## src/rtl/watch_pkg.sv

```systemverilog
// Shared encodings and helpers for the watch front-end controller.
package watch_pkg;

  localparam int unsigned TICKS_PER_SEC = 2500;

  typedef enum logic [1:0] {
    MS_CLOCK = 2'b00,
    MS_ALARM = 2'b01,
    MS_STOPW = 2'b10
  } mstate_e;

  typedef enum logic [1:0] {
    PH_IDLE = 2'b00,
    PH_F1   = 2'b01,
    PH_F2   = 2'b10
  } phase_e;

  function automatic mstate_e next_mstate(input mstate_e ms);
    case (ms)
      MS_CLOCK: next_mstate = MS_ALARM;
      MS_ALARM: next_mstate = MS_STOPW;
      default:  next_mstate = MS_CLOCK;
    endcase
  endfunction

  function automatic phase_e next_phase(input phase_e ph);
    case (ph)
      PH_IDLE: next_phase = PH_F1;
      PH_F1:   next_phase = PH_F2;
      default: next_phase = PH_IDLE;
    endcase
  endfunction

endpackage

```

## src/rtl/btn_debounce.sv

```systemverilog
// Two-flop synchroniser, counting debouncer and one-cycle rise event for one button.
module btn_debounce #(
  parameter int unsigned DEB_CYCLES = 20
) (
  input  logic clk,
  input  logic reset,
  input  logic btn,
  output logic level,
  output logic rise
);

  localparam int unsigned CW = $clog2(DEB_CYCLES + 1);

  logic          s1;
  logic          s2;
  logic [1:0]    vld;
  logic          armed;
  logic [CW-1:0] cnt;

  // A button already held across reset must be seen low once before it can raise an event.
  always_ff @(posedge clk or posedge reset) begin
    if (reset) begin
      s1    <= 1'b0;
      s2    <= 1'b0;
      vld   <= 2'b00;
      armed <= 1'b0;
      cnt   <= '0;
      level <= 1'b0;
      rise  <= 1'b0;
    end else begin
      s1   <= btn;
      s2   <= s1;
      vld  <= {vld[0], 1'b1};
      rise <= 1'b0;
      if (vld[1] && !s2)
        armed <= 1'b1;
      if (s2 == level) begin
        cnt <= '0;
      end else if (cnt == CW'(DEB_CYCLES - 1)) begin
        level <= s2;
        cnt   <= '0;
        rise  <= s2 && armed;
      end else begin
        cnt <= cnt + CW'(1);
      end
    end
  end

endmodule

```

## src/rtl/watch_mode_ctrl.sv

```systemverilog
// Watch front-end: button conditioning, top-mode sequencing, edit phase, command pulses,
// auto-repeat and edit-idle timeout.
module watch_mode_ctrl
  import watch_pkg::*;
#(
  parameter int unsigned DEB_CYCLES    = 20,
  parameter int unsigned HOLD_CYCLES   = 1250,
  parameter int unsigned REPEAT_CYCLES = 250,
  parameter int unsigned IDLE_CYCLES   = 75000
) (
  input  logic       clk,
  input  logic       reset,
  input  logic       btn_mode,
  input  logic       btn_set,
  input  logic       btn_up,
  input  logic       btn_down,
  output logic [1:0] mstate,
  output logic       set_pulse,
  output logic       up_pulse,
  output logic       down_pulse,
  output logic       dp,
  output logic       editing,
  output logic       edit_abort
);

  localparam int unsigned RMAX = (HOLD_CYCLES > REPEAT_CYCLES) ? HOLD_CYCLES : REPEAT_CYCLES;
  localparam int unsigned RW   = $clog2(RMAX + 1);
  localparam int unsigned IW   = $clog2(IDLE_CYCLES + 1);

  logic [3:0] btn_raw;
  logic [3:0] lvl;
  logic [3:0] ev;
  logic       unused_lvl;

  assign btn_raw    = {btn_down, btn_up, btn_set, btn_mode};
  assign unused_lvl = ^lvl[1:0];

  for (genvar i = 0; i < 4; i++) begin : g_btn
    btn_debounce #(.DEB_CYCLES(DEB_CYCLES)) u_deb (
      .clk   (clk),
      .reset (reset),
      .btn   (btn_raw[i]),
      .level (lvl[i]),
      .rise  (ev[i])
    );
  end

  mstate_e       ms_q;
  phase_e        ph_q;
  phase_e        ph_nxt;
  logic          rpt_on;
  logic          rpt_up;
  logic          rpt_fast;
  logic [RW-1:0] rpt_cnt;
  logic [RW-1:0] rpt_lim;
  logic [IW-1:0] idle_cnt;

  logic ed, clk_idle, mode_take, set_take, up_take, down_take;
  logic dp_toggle, up_cmd, down_cmd, rpt_stop, rpt_hit, any_ev, idle_hit;

  assign mstate = ms_q;

  // Event arbitration: mode beats set outside edit; coincident up+down cancel.
  always_comb begin
    ed        = (ph_q != PH_IDLE);
    clk_idle  = (ms_q == MS_CLOCK) && !ed;
    mode_take = ev[0] && !ed;
    set_take  = ev[1] && !mode_take;
    up_take   = ev[2] && !ev[3];
    down_take = ev[3] && !ev[2];
    dp_toggle = up_take && clk_idle;

    rpt_lim  = rpt_fast ? RW'(REPEAT_CYCLES) : RW'(HOLD_CYCLES);
    rpt_stop = !ed || (rpt_up ? (!lvl[2] || lvl[3]) : (!lvl[3] || lvl[2]));
    rpt_hit  = rpt_on && !rpt_stop && (rpt_cnt == rpt_lim);

    up_cmd   = (up_take && !clk_idle) || (rpt_hit && rpt_up);
    down_cmd = (down_take && !clk_idle) || (rpt_hit && !rpt_up);

    any_ev   = |ev || rpt_hit;
    idle_hit = ed && !any_ev && (idle_cnt == IW'(IDLE_CYCLES - 1));

    ph_nxt = ph_q;
    if (set_take && (ms_q != MS_STOPW))
      ph_nxt = next_phase(ph_q);
    else if (idle_hit)
      ph_nxt = PH_IDLE;
  end

  // Mode/phase FSM with registered command outputs and both timers.
  always_ff @(posedge clk or posedge reset) begin
    if (reset) begin
      ms_q       <= MS_CLOCK;
      ph_q       <= PH_IDLE;
      editing    <= 1'b0;
      dp         <= 1'b0;
      set_pulse  <= 1'b0;
      up_pulse   <= 1'b0;
      down_pulse <= 1'b0;
      edit_abort <= 1'b0;
      rpt_on     <= 1'b0;
      rpt_up     <= 1'b0;
      rpt_fast   <= 1'b0;
      rpt_cnt    <= '0;
      idle_cnt   <= '0;
    end else begin
      set_pulse  <= set_take;
      up_pulse   <= up_cmd && !set_take;
      down_pulse <= down_cmd && !set_take && !up_cmd;
      edit_abort <= idle_hit;

      if (mode_take)
        ms_q <= next_mstate(ms_q);
      ph_q    <= ph_nxt;
      editing <= (ph_nxt != PH_IDLE);
      if (dp_toggle)
        dp <= !dp;

      // Repeat tracks the most recent lone up/down event taken during edit.
      if (ed && (up_take || down_take)) begin
        rpt_on   <= 1'b1;
        rpt_up   <= up_take;
        rpt_fast <= 1'b0;
        rpt_cnt  <= RW'(1);
      end else if (!rpt_on || rpt_stop) begin
        rpt_on   <= 1'b0;
        rpt_fast <= 1'b0;
        rpt_cnt  <= '0;
      end else if (rpt_hit) begin
        rpt_fast <= 1'b1;
        rpt_cnt  <= RW'(1);
      end else if (rpt_cnt != rpt_lim) begin
        rpt_cnt <= rpt_cnt + RW'(1);
      end

      if (!ed || any_ev || idle_hit)
        idle_cnt <= '0;
      else
        idle_cnt <= idle_cnt + IW'(1);
    end
  end

endmodule

```

## config.mk

```make
export PLATFORM = sky130hd
export DESIGN_NAME = watch_mode_ctrl
export DESIGN_NICKNAME = d
export VERILOG_FILES = /design/src/rtl/watch_pkg.sv /design/src/rtl/btn_debounce.sv /design/src/rtl/watch_mode_ctrl.sv
export SDC_FILE = /design/constraint.sdc
export NUM_CORES = 1
export LEC_CHECK = 0
export BUFFER_PORTS_ARGS = -buffer_cell sky130_fd_sc_hd__buf_2
export CAP_MARGIN = 20
export CORE_MARGIN = 3
export CORE_UTILIZATION = 60
export CTS_BUF_LIST = sky130_fd_sc_hd__clkbuf_8
export CTS_CLUSTER_DIAMETER = 40
export DETAILED_ROUTE_END_ITERATION = 12
export PLACE_DENSITY = 0.78
export SKIP_CTS_REPAIR_TIMING = 1
export SLEW_MARGIN = 20
export SYNTH_ARGS = -nofsm -noshare
export SYNTH_HDL_FRONTEND = slang
export SYNTH_HIERARCHICAL = 1
export SYNTH_SLANG_ARGS = --single-unit
export TNS_END_PERCENT = 10
```

## constraint.sdc

```tcl
create_clock -name clk -period 3.3 [get_ports clk]
set_input_delay 0.33 -clock clk [delete_from_list [all_inputs] [get_ports clk]]
set_output_delay 0.33 -clock clk [all_outputs]
set_load 0.03 [all_outputs]
```

==> results of run 1 <==
## power by group through the flow
stage / logic [mW] / clock network [mW] / registers [mW]
3_3_place_gp: 0.0608 / 0 / 1.15
6_report: 0.0612 / 0.882 / 1.13
4_1_cts: 0.0637 / 0.901 / 1.13
2_1_floorplan: 0.0469 / 0 / 1.15
5_1_grt: 0.0733 / 0.943 / 1.13
3_5_place_dp: 0.0629 / 0 / 1.15
## through the flow
step / setup slack [ns] / hold slack, ns / utilization, % / cell area (um^2) / power (mW)
finish: 1.031 / 0.02266 / 70.37 / 4314 / 2.071
global route: 0.8638 / 0.03973 / 70.37 / 4314 / 2.148
CTS: 1.027 / 0.02685 / 70.37 / 4314 / 2.092
detailed placement: 1.044 / 0.3358 / 66.43 / 4073 / 1.212
global placement: 1.086 / 0.3317 / 66.43 / 4073 / 1.208
floorplan: 1.309 / 0.1947 / - / 3945 / 1.192
## logic make-up (layout without fill, tap and decap cells)
| group | Yosys count | after routing | share of synthesized area (%) |
|---|---|---|---|
| AND/OR/NAND/NOR | 152 | 152 | 21.12 |
| flip-flops | 89 | 89 | 56.45 |
| XOR/XNOR | 37 | 37 | 8.976 |
| AO/OA/AOI/OAI | 29 | 29 | 5.709 |
| buffers and inverters | 21 | 44 | 2.505 |
| adder cells (fa/ha/maj) | 10 | 10 | 3.172 |
| multiplexers | 6 | 6 | 1.681 |
| other | 4 | 4 | 0.3805 |
## metal layers
layer  wire [um]  vias up  GRT usage (%)  part of all wire, %
li1            -     1227              -                    -
met3         162       10          3.879                  2.5
met2        3270       38          33.68                   50
met5           0        -              0                    0
met4         123        0          8.215                  1.9
met1        2932     1280          24.87                   45
## cells in the mapped netlist, drive strengths merged (8+ instances only)
cell type / n / area share (%)
xnor2: 24 / 5.3
dfrtp: 89 / 56
nand4: 8 / 1.3
nor3: 26 / 3.3
nand2: 31 / 2.9
xor2: 13 / 3.6
and2: 10 / 1.8
ha: 10 / 3.2
inv: 14 / 1.3
nand3: 16 / 2.0
nor2: 25 / 2.4
o21ai: 9 / 1.1
## sequential cells by signal (all words and copies together) (netlist names), 2 cells and up
signal / count
g_btn.u_deb/armed: 4
g_btn.u_deb/rise: 4
idle_cnt: 17
g_btn.u_deb/cnt: 20
g_btn.u_deb/level: 4
rpt_cnt: 11
g_btn.u_deb/vld: 8
g_btn.u_deb/s1: 4
g_btn.u_deb/s2: 4
ph_q: 2
mstate: 2
## worst reg2reg max path, cell delays in order (launching register included)
cell and delay, ns:
dfrtp_1 0.41, inv_1 0.09, ha_1 0.14, or4b_1 0.48
a211oi_4 0.28, and2_1 0.41, mux2_4 0.33
## area by class of cell
type                       count  area share (%)
multi-input combinational    238           37.53
inverter                      14           1.218
clock buffer                  10           3.190
tap                           75           2.175
timing repair buffer          15           1.856
clock inverter                 5           2.407
sequential                    89           51.62
## worst max-delay path by stage
| stage | start | end | slack (ns) | cells after the start |
|---|---|---|---|---|
| after CTS | rpt_cnt[0] | down_pulse | 1.03 | 6 |
| after global routing | rpt_cnt[0] | idle_cnt[9] | 0.86 | 7 |
| after global placement | rpt_cnt[0] | down_pulse | 1.09 | 6 |
| after detailed placement | rpt_cnt[0] | down_pulse | 1.04 | 6 |
| after floorplan | rpt_cnt[0] | down_pulse | 1.31 | 7 |
| final | rpt_cnt[0] | down_pulse | 1.03 | 6 |
==> results by group, run 1 <==
Floorplan
  – Initial Util: 64.35%
  – Rows: 28
  – Ports: 14
  – Die width: 87.09 um
  – DIE HEIGHT: 87.09 um
  – Die area: ~7600 um^2
  – Core area: 6131 um^2

Clock network
  – Root Driver: clkbuf_8
  – CTS tree: built
  – H-tree depth: 3
  – # clock sinks: 89
  – CTS Buffer Depth: 2
  – Later-pin clock latency in the skew report: 0.35 ns
  – Clock buffer count from CTS: 9
  – Clock transition at path regs: ~0.080 ns

Cells and area
  – Area growth, synth to finish: 9.356%
  – Most frequent cells in the layout: 89 x dfrtp_1, 31 x nand2_1, 26 x nor3_1
  – Final net count: 383
  – Area occupied by multi-input gates: 1619 um^2
  – N_diodes: 0
  – Fillers: 424
  – Reg area: 2227 um^2
  – Share of cells above drive strength 1: 14.29%
  – Finished Layout Cells: roughly 450
  – Commonest non-fill, non-tap cell in the layout: dfrtp_1

Setup path
  – CP arrival: 2.50 ns
  – CP Buf/Inv Count: 1
  – Crit path max-delay cell type: or4b_1
  – Worst reg2reg path endpoint: down_pulse
  – Slowest cell delay on critical path: 0.48 ns
  – FF-to-FF setup slack: between 1 and 1.5 ns
  – WS Path Type: reg2reg
  – FF-to-FF Start: rpt_cnt[0]
  – CP required: 3.53 ns
  – CP delay by family, top: simple AND/OR/NAND/NOR gates
  – Critical-path cell list: inv_1 > ha_1 > or4b_1 > a211oi_4 > and2_1 > mux2_4
  – CP Capture Type: flip-flop
  – Worst r2r path cells: 6
  – CP max FO: 10
  – Critical Path Start Type: flip-flop

Timing
  – Endpoints failing hold: 0
  – RSZ-0062 raised after global routing: no
  – Final period util: just under 70%
  – Slew @ Worst Pin: 0.5333 ns
  – Final min period: approximately 2.3 ns
  – Final setup fails: 0
  – Slew Viols, Final: 0
  – TNS Setup: 0 ns
  – Achievable Freq: 0.4408 GHz
  – Setup Skew: a little over 0.009 ns
  – Relative slew margins: 64.12%

Route
  – Pre-Repair DR Iteration Count: 4
  – DR iter-0 viols: 92
  – Post-Route WL: 6.488 mm
  – Vias: ~2600
  – WL/cell: 14.55 um
  – Detail Route Antenna Nets: 0
  – # DRC: 0
  – Vias per std cell: 5.729

Logic synthesis
  – EDFF count, synth: 0
  – Average cell area after synthesis: 11.34 um^2
  – Cell variety after synth: 46
  – Top_reg_cell synth: dfrtp_1
  – YS warnings: 6
  – Syn Nets: 364
  – #FFs+latches synth: 89
  – FFs w/ async S/R, synth: between 90% and 100%
  – Cell area after synthesis: 3945 um^2
  – Post-synthesis cell count: 348
  – Seq/Total Area, Yosys: 56.45%

Power and ir drop
  – Pwr dens: 480.0 nW/um^2
  – Switching part of the total: between 20% and 30%
  – Sequential power share: 54.5%
  – Switch Pwr: 418.0 uW
  – Combinational share of power: 3.0%
  – Clk pwr share: 42.6%
  – Internal: 1.653 mW
  – LEAKAGE: 1.920 nW
  – Max VDD drop: 0.4416 mV

Placement
  – Cell total after placement: 431
  – Final Wtd Congestion: 0.8420
  – Post-DP HPWL: 4.482 mm
  – # port buffers: 13

Hold path
  – HP Class: in2async

Global route
  – First-pass GRT wire length: approximately 12 mm
  – Initial antenna violation count: 0
  – GRT Total Usage: roughly a fifth
  – Grt ovf: 0
  – Via count of the first global-routing pass: ~2600
  – Largest net degree at the start of global routing: 42

Run status
  – Status: complete, no violations

Run
  – Max_cap viols: 0
Note: power is estimated with default switching activity, not from simulation.
==> run 2: changes to the inputs <==
--- a/config.mk
+++ b/config.mk
@@ -5,10 +5,11 @@
 export SDC_FILE = /design/constraint.sdc
 export NUM_CORES = 1
 export LEC_CHECK = 0
+export ABC_AREA = 1
 export BUFFER_PORTS_ARGS = -buffer_cell sky130_fd_sc_hd__buf_2
 export CAP_MARGIN = 20
 export CORE_MARGIN = 3
-export CORE_UTILIZATION = 60
+export CORE_UTILIZATION = 58
 export CTS_BUF_LIST = sky130_fd_sc_hd__clkbuf_8
 export CTS_CLUSTER_DIAMETER = 40
 export DETAILED_ROUTE_END_ITERATION = 12
==> constraint.sdc (replaced) <==
create_clock -name clk -period 1.9 [get_ports clk]
set_input_delay 0.19 -clock clk [delete_from_list [all_inputs] [get_ports clk]]
set_output_delay 0.19 -clock clk [all_outputs]
set_load 0.03 [all_outputs]
==> run 2 against run 1 <==
  * Sequential power is 73% higher
  * Clock skew is 0.0018 ns higher
  * Register-to-register slack worse by 0.84 ns
  * Utilization is 4.4 points lower
  * Synthesized cell count is 31% higher
==> results by group, run 2 <==
Setup path
  – CP delay by family, top: simple AND/OR/NAND/NOR gates
  – Critical-path cell list: inv_1 > ha_1 > nand2_1 > nor2_1 > nand2_1 > nor2_2 > nand3_2 > nand2_2 > or2_1 > buf_12 > nor2_1
  – CP arrival: 1.93 ns (-0.57 ns)
  – CP max FO: 16 (+6)
  – WS Path Type: reg2reg
  – CP required: 2.13 ns (-1.40 ns)
  – CP Buf/Inv Count: 2 (+1)
  – Crit path max-delay cell type: dfrtp_1
  – Slowest cell delay on critical path: 0.43 ns (-0.05 ns)
  – Critical Path Start Type: flip-flop
  – CP Capture Type: flip-flop

Logic synthesis
  – Cell variety after synth: 30 (-35%)
  – Area share of the largest cell type after synthesis: 53.70% (-2.8 points)
  – Cell area after synthesis: 4148 um^2 (+5.1%)
  – YS warnings: 6 (unchanged)
  – Seq/Total Area, Yosys: 53.70% (-2.8 points)
  – Average cell area after synthesis: 9.116 um^2 (-20%)
  – Post-synth top cells: 89 x dfrtp_1, 87 x nand2_1, 73 x inv_1
  – Top_reg_cell synth: dfrtp_1
  – Most frequent cell after synthesis: dfrtp_1
  – Post-synthesis cell count: 455 (+31%)
  – EDFF count, synth: 0 (unchanged)
  – FFs w/ async S/R, synth: 100.0% (unchanged)
  – Syn Nets: 471 (+29%)
  – Largest cells by area after synthesis: dfrtp_1 54%, nand2_1 7.9%, inv_1 6.6%, nor2_1 5.0%, ha_1 3.0%
  – #FFs+latches synth: 89 (unchanged)
  – Yosys top cell by area: dfrtp_1

Clock network
  – H-tree depth: 3 (unchanged)
  – Later-pin clock latency in the skew report: 0.34 ns (about the same)
  – Root Driver: clkbuf_8
  – CTS tree: built
  – Clock transition at path regs: 0.08 ns (about the same)
  – # clock sinks: 89 (unchanged)
  – CTS Buffer Depth: 2 (unchanged)
  – Clock buffer count from CTS: 9 (unchanged)

Timing
  – RSZ-0062 raised after global routing: no
  – Worst hold slack: 0.3523 ns (+0.3297 ns)
  – Endpoints failing hold: 0 (unchanged)
  – Slew Viols, Final: 0 (unchanged)
  – Worst setup margin: 0.1937 ns (-0.8376 ns)
  – Final period util: 89.80% (+21 points)
  – Achievable Freq: 0.5861 GHz (+33%)
  – Final min period: 1.706 ns (-0.5624 ns)
  – TNS Setup: 0 ns (unchanged)
  – Final setup fails: 0 (unchanged)
  – Setup Skew: 0.01086 ns (+0.001769 ns)

Route
  – Pre-Repair DR Iteration Count: 7 (+3)
  – Wire length on met2: 3.212 mm (-1.8%)
  – Vias: 2878 (+13%)
  – Post-Route WL: 6.448 mm (-0.62%)
  – Top Layer Used: met4
  – WL/cell: 11.06 um (-24%)
  – M1 WL: 2.960 mm (+0.95%)
  – DR iter-0 viols: 102 (+11%)
  – # DRC: 0 (unchanged)
  – Detail Route Antenna Nets: 0 (unchanged)
  – DR WL met3: 226 um (+40%)
  – Vias per std cell: 4.937 (-14%)

Cells and area
  – Area growth, synth to finish: 9.291% (about the same)
  – Final net count: 500 (+31%)
  – Post-layout util: 65.99% (-4.4 points)
  – Max reg flops: 20 (unchanged)
  – Finished Layout Cells: 583 (+31%)
  – Top Registers: g_btn.u_deb/cnt: 20 flops, idle_cnt: 17 flops, rpt_cnt: 11 flops
  – N_diodes: 0 (unchanged)
  – Largest Register: g_btn.u_deb/cnt
  – Share of cells above drive strength 1: 14.99% (+0.70 points)
  – Final Instance Area: 4533 um^2 (+5.1%)
  – Commonest non-fill, non-tap cell in the layout: dfrtp_1
  – Most frequent cells in the layout: 89 x dfrtp_1, 87 x nand2_1, 75 x inv_1

Global route
  – Grt ovf: 0 (unchanged)
  – Via count of the first global-routing pass: 2798 (+6.4%)
  – Initial antenna violation count: 0 (unchanged)
  – GRT Total Usage: 17.57% (-2.3 points)
  – Largest net degree at the start of global routing: 42 (unchanged)
  – First-pass GRT wire length: 11.85 mm (+1.2%)

Run
  – Max_cap viols: 0 (unchanged)

Floorplan
  – Die area: 8202 um^2 (+8.2%)
  – DIE HEIGHT: 90.57 um (+4.0%)
  – Rows: 30 (+7.1%)
  – Initial Util: 60.38% (-4.0 points)
  – Ports: 14 (unchanged)
  – Die width: 90.57 um (+4.0%)
  – Core area: 6869 um^2 (+12%)

Power and ir drop
  – PnR Total Power: 3.131 mW (+51%)
  – Pwr dens: 690.8 nW/um^2 (+44%)
  – LEAKAGE: 2.184 nW (+14%)
  – Max VDD drop: 0.5835 mV (+32%)

Run status
  – Status: complete, no violations

Hold path
  – HP Class: reg2reg

Placement
  – Final Wtd Congestion: 0.8025 (-4.7%)
  – Cell Area, Placed: 4332 um^2 (+6.4%)
  – # port buffers: 13 (unchanged)
  – Dpl ws: 0.1978 ns (-0.8459 ns)
  – Post-DP HPWL: 4.829 mm (+7.7%)
  – Cell total after placement: 564 (+31%)
[run 2: cell types whose count changed in the layout (fill, tap and decap cells not counted), sizes merged, moves of 5 or more]
cell and change:
inv +61, a21o -5, nand3 +9, nand2 +67, xnor2 -16, nand4 +6
nand2b -6, and2 -10, dlygate4sd3 +5, nor4 -5, nor2 +54, nor3 -11
[run 2: per-layer routing]
layer	up-vias	GRT usage (%)
met4	0	5.102
met5	-	0
li1	1447	-
met1	1378	21.77
met3	5	4.583
met2	48	30.27
[run 2: cells by family (layout without fill, tap and decap cells)]
kind of cell | after synthesis | in the layout | share of synthesized area, %
buffers and inverters | 76 | 108 | 7.481
AO/OA/AOI/OAI | 16 | 16 | 2.534
adder cells (fa/ha/maj) | 10 | 10 | 3.017
other | 4 | 4 | 0.3619
AND/OR/NAND/NOR | 238 | 238 | 28.27
flip-flops | 89 | 89 | 53.70
XOR/XNOR | 22 | 22 | 4.646
[run 2: layout make-up]
| cell class | instances | area, um^2 |
|---|---|---|
| Fill cell | 551 | 2336 |
| Sequential cell | 89 | 2227 |
| Multi-Input combinational cell | 290 | 1610 |
| Inverter | 73 | 274.0 |
| Timing Repair Buffer | 21 | 150.1 |
| Clock buffer | 9 | 123.9 |
| Tap cell | 96 | 120.1 |
| Clock inverter | 5 | 27.53 |
[run 2: where the power goes]
part | internal [mW] | total [mW] | switching (mW) | leakage, nW
clock | 0.449 | 1.05 | 0.602 | 0.0796
combinational | 0.0408 | 0.120 | 0.0788 | 0.928
sequential | 1.93 | 1.96 | 0.0304 | 1.18
total | 2.42 | 3.13 | 0.711 | 2.18
[run 2: worst paths after layout]
check	from	endpoint	slack, ns	depth (start not counted)
min in group asynchronous	reset	g_btn[2].u_deb/vld[1]	0.44	3
worst max-delay path	rpt_cnt[0]	idle_cnt[0]	0.19	11
worst min-delay path	g_btn[0].u_deb/vld[0]	g_btn[0].u_deb/vld[1]	0.35	0
max in group asynchronous	reset	rpt_cnt[3]	0.98	4
worst min register to register	g_btn[0].u_deb/vld[0]	g_btn[0].u_deb/vld[1]	0.35	0
worst max register to register	rpt_cnt[0]	idle_cnt[0]	0.19	11
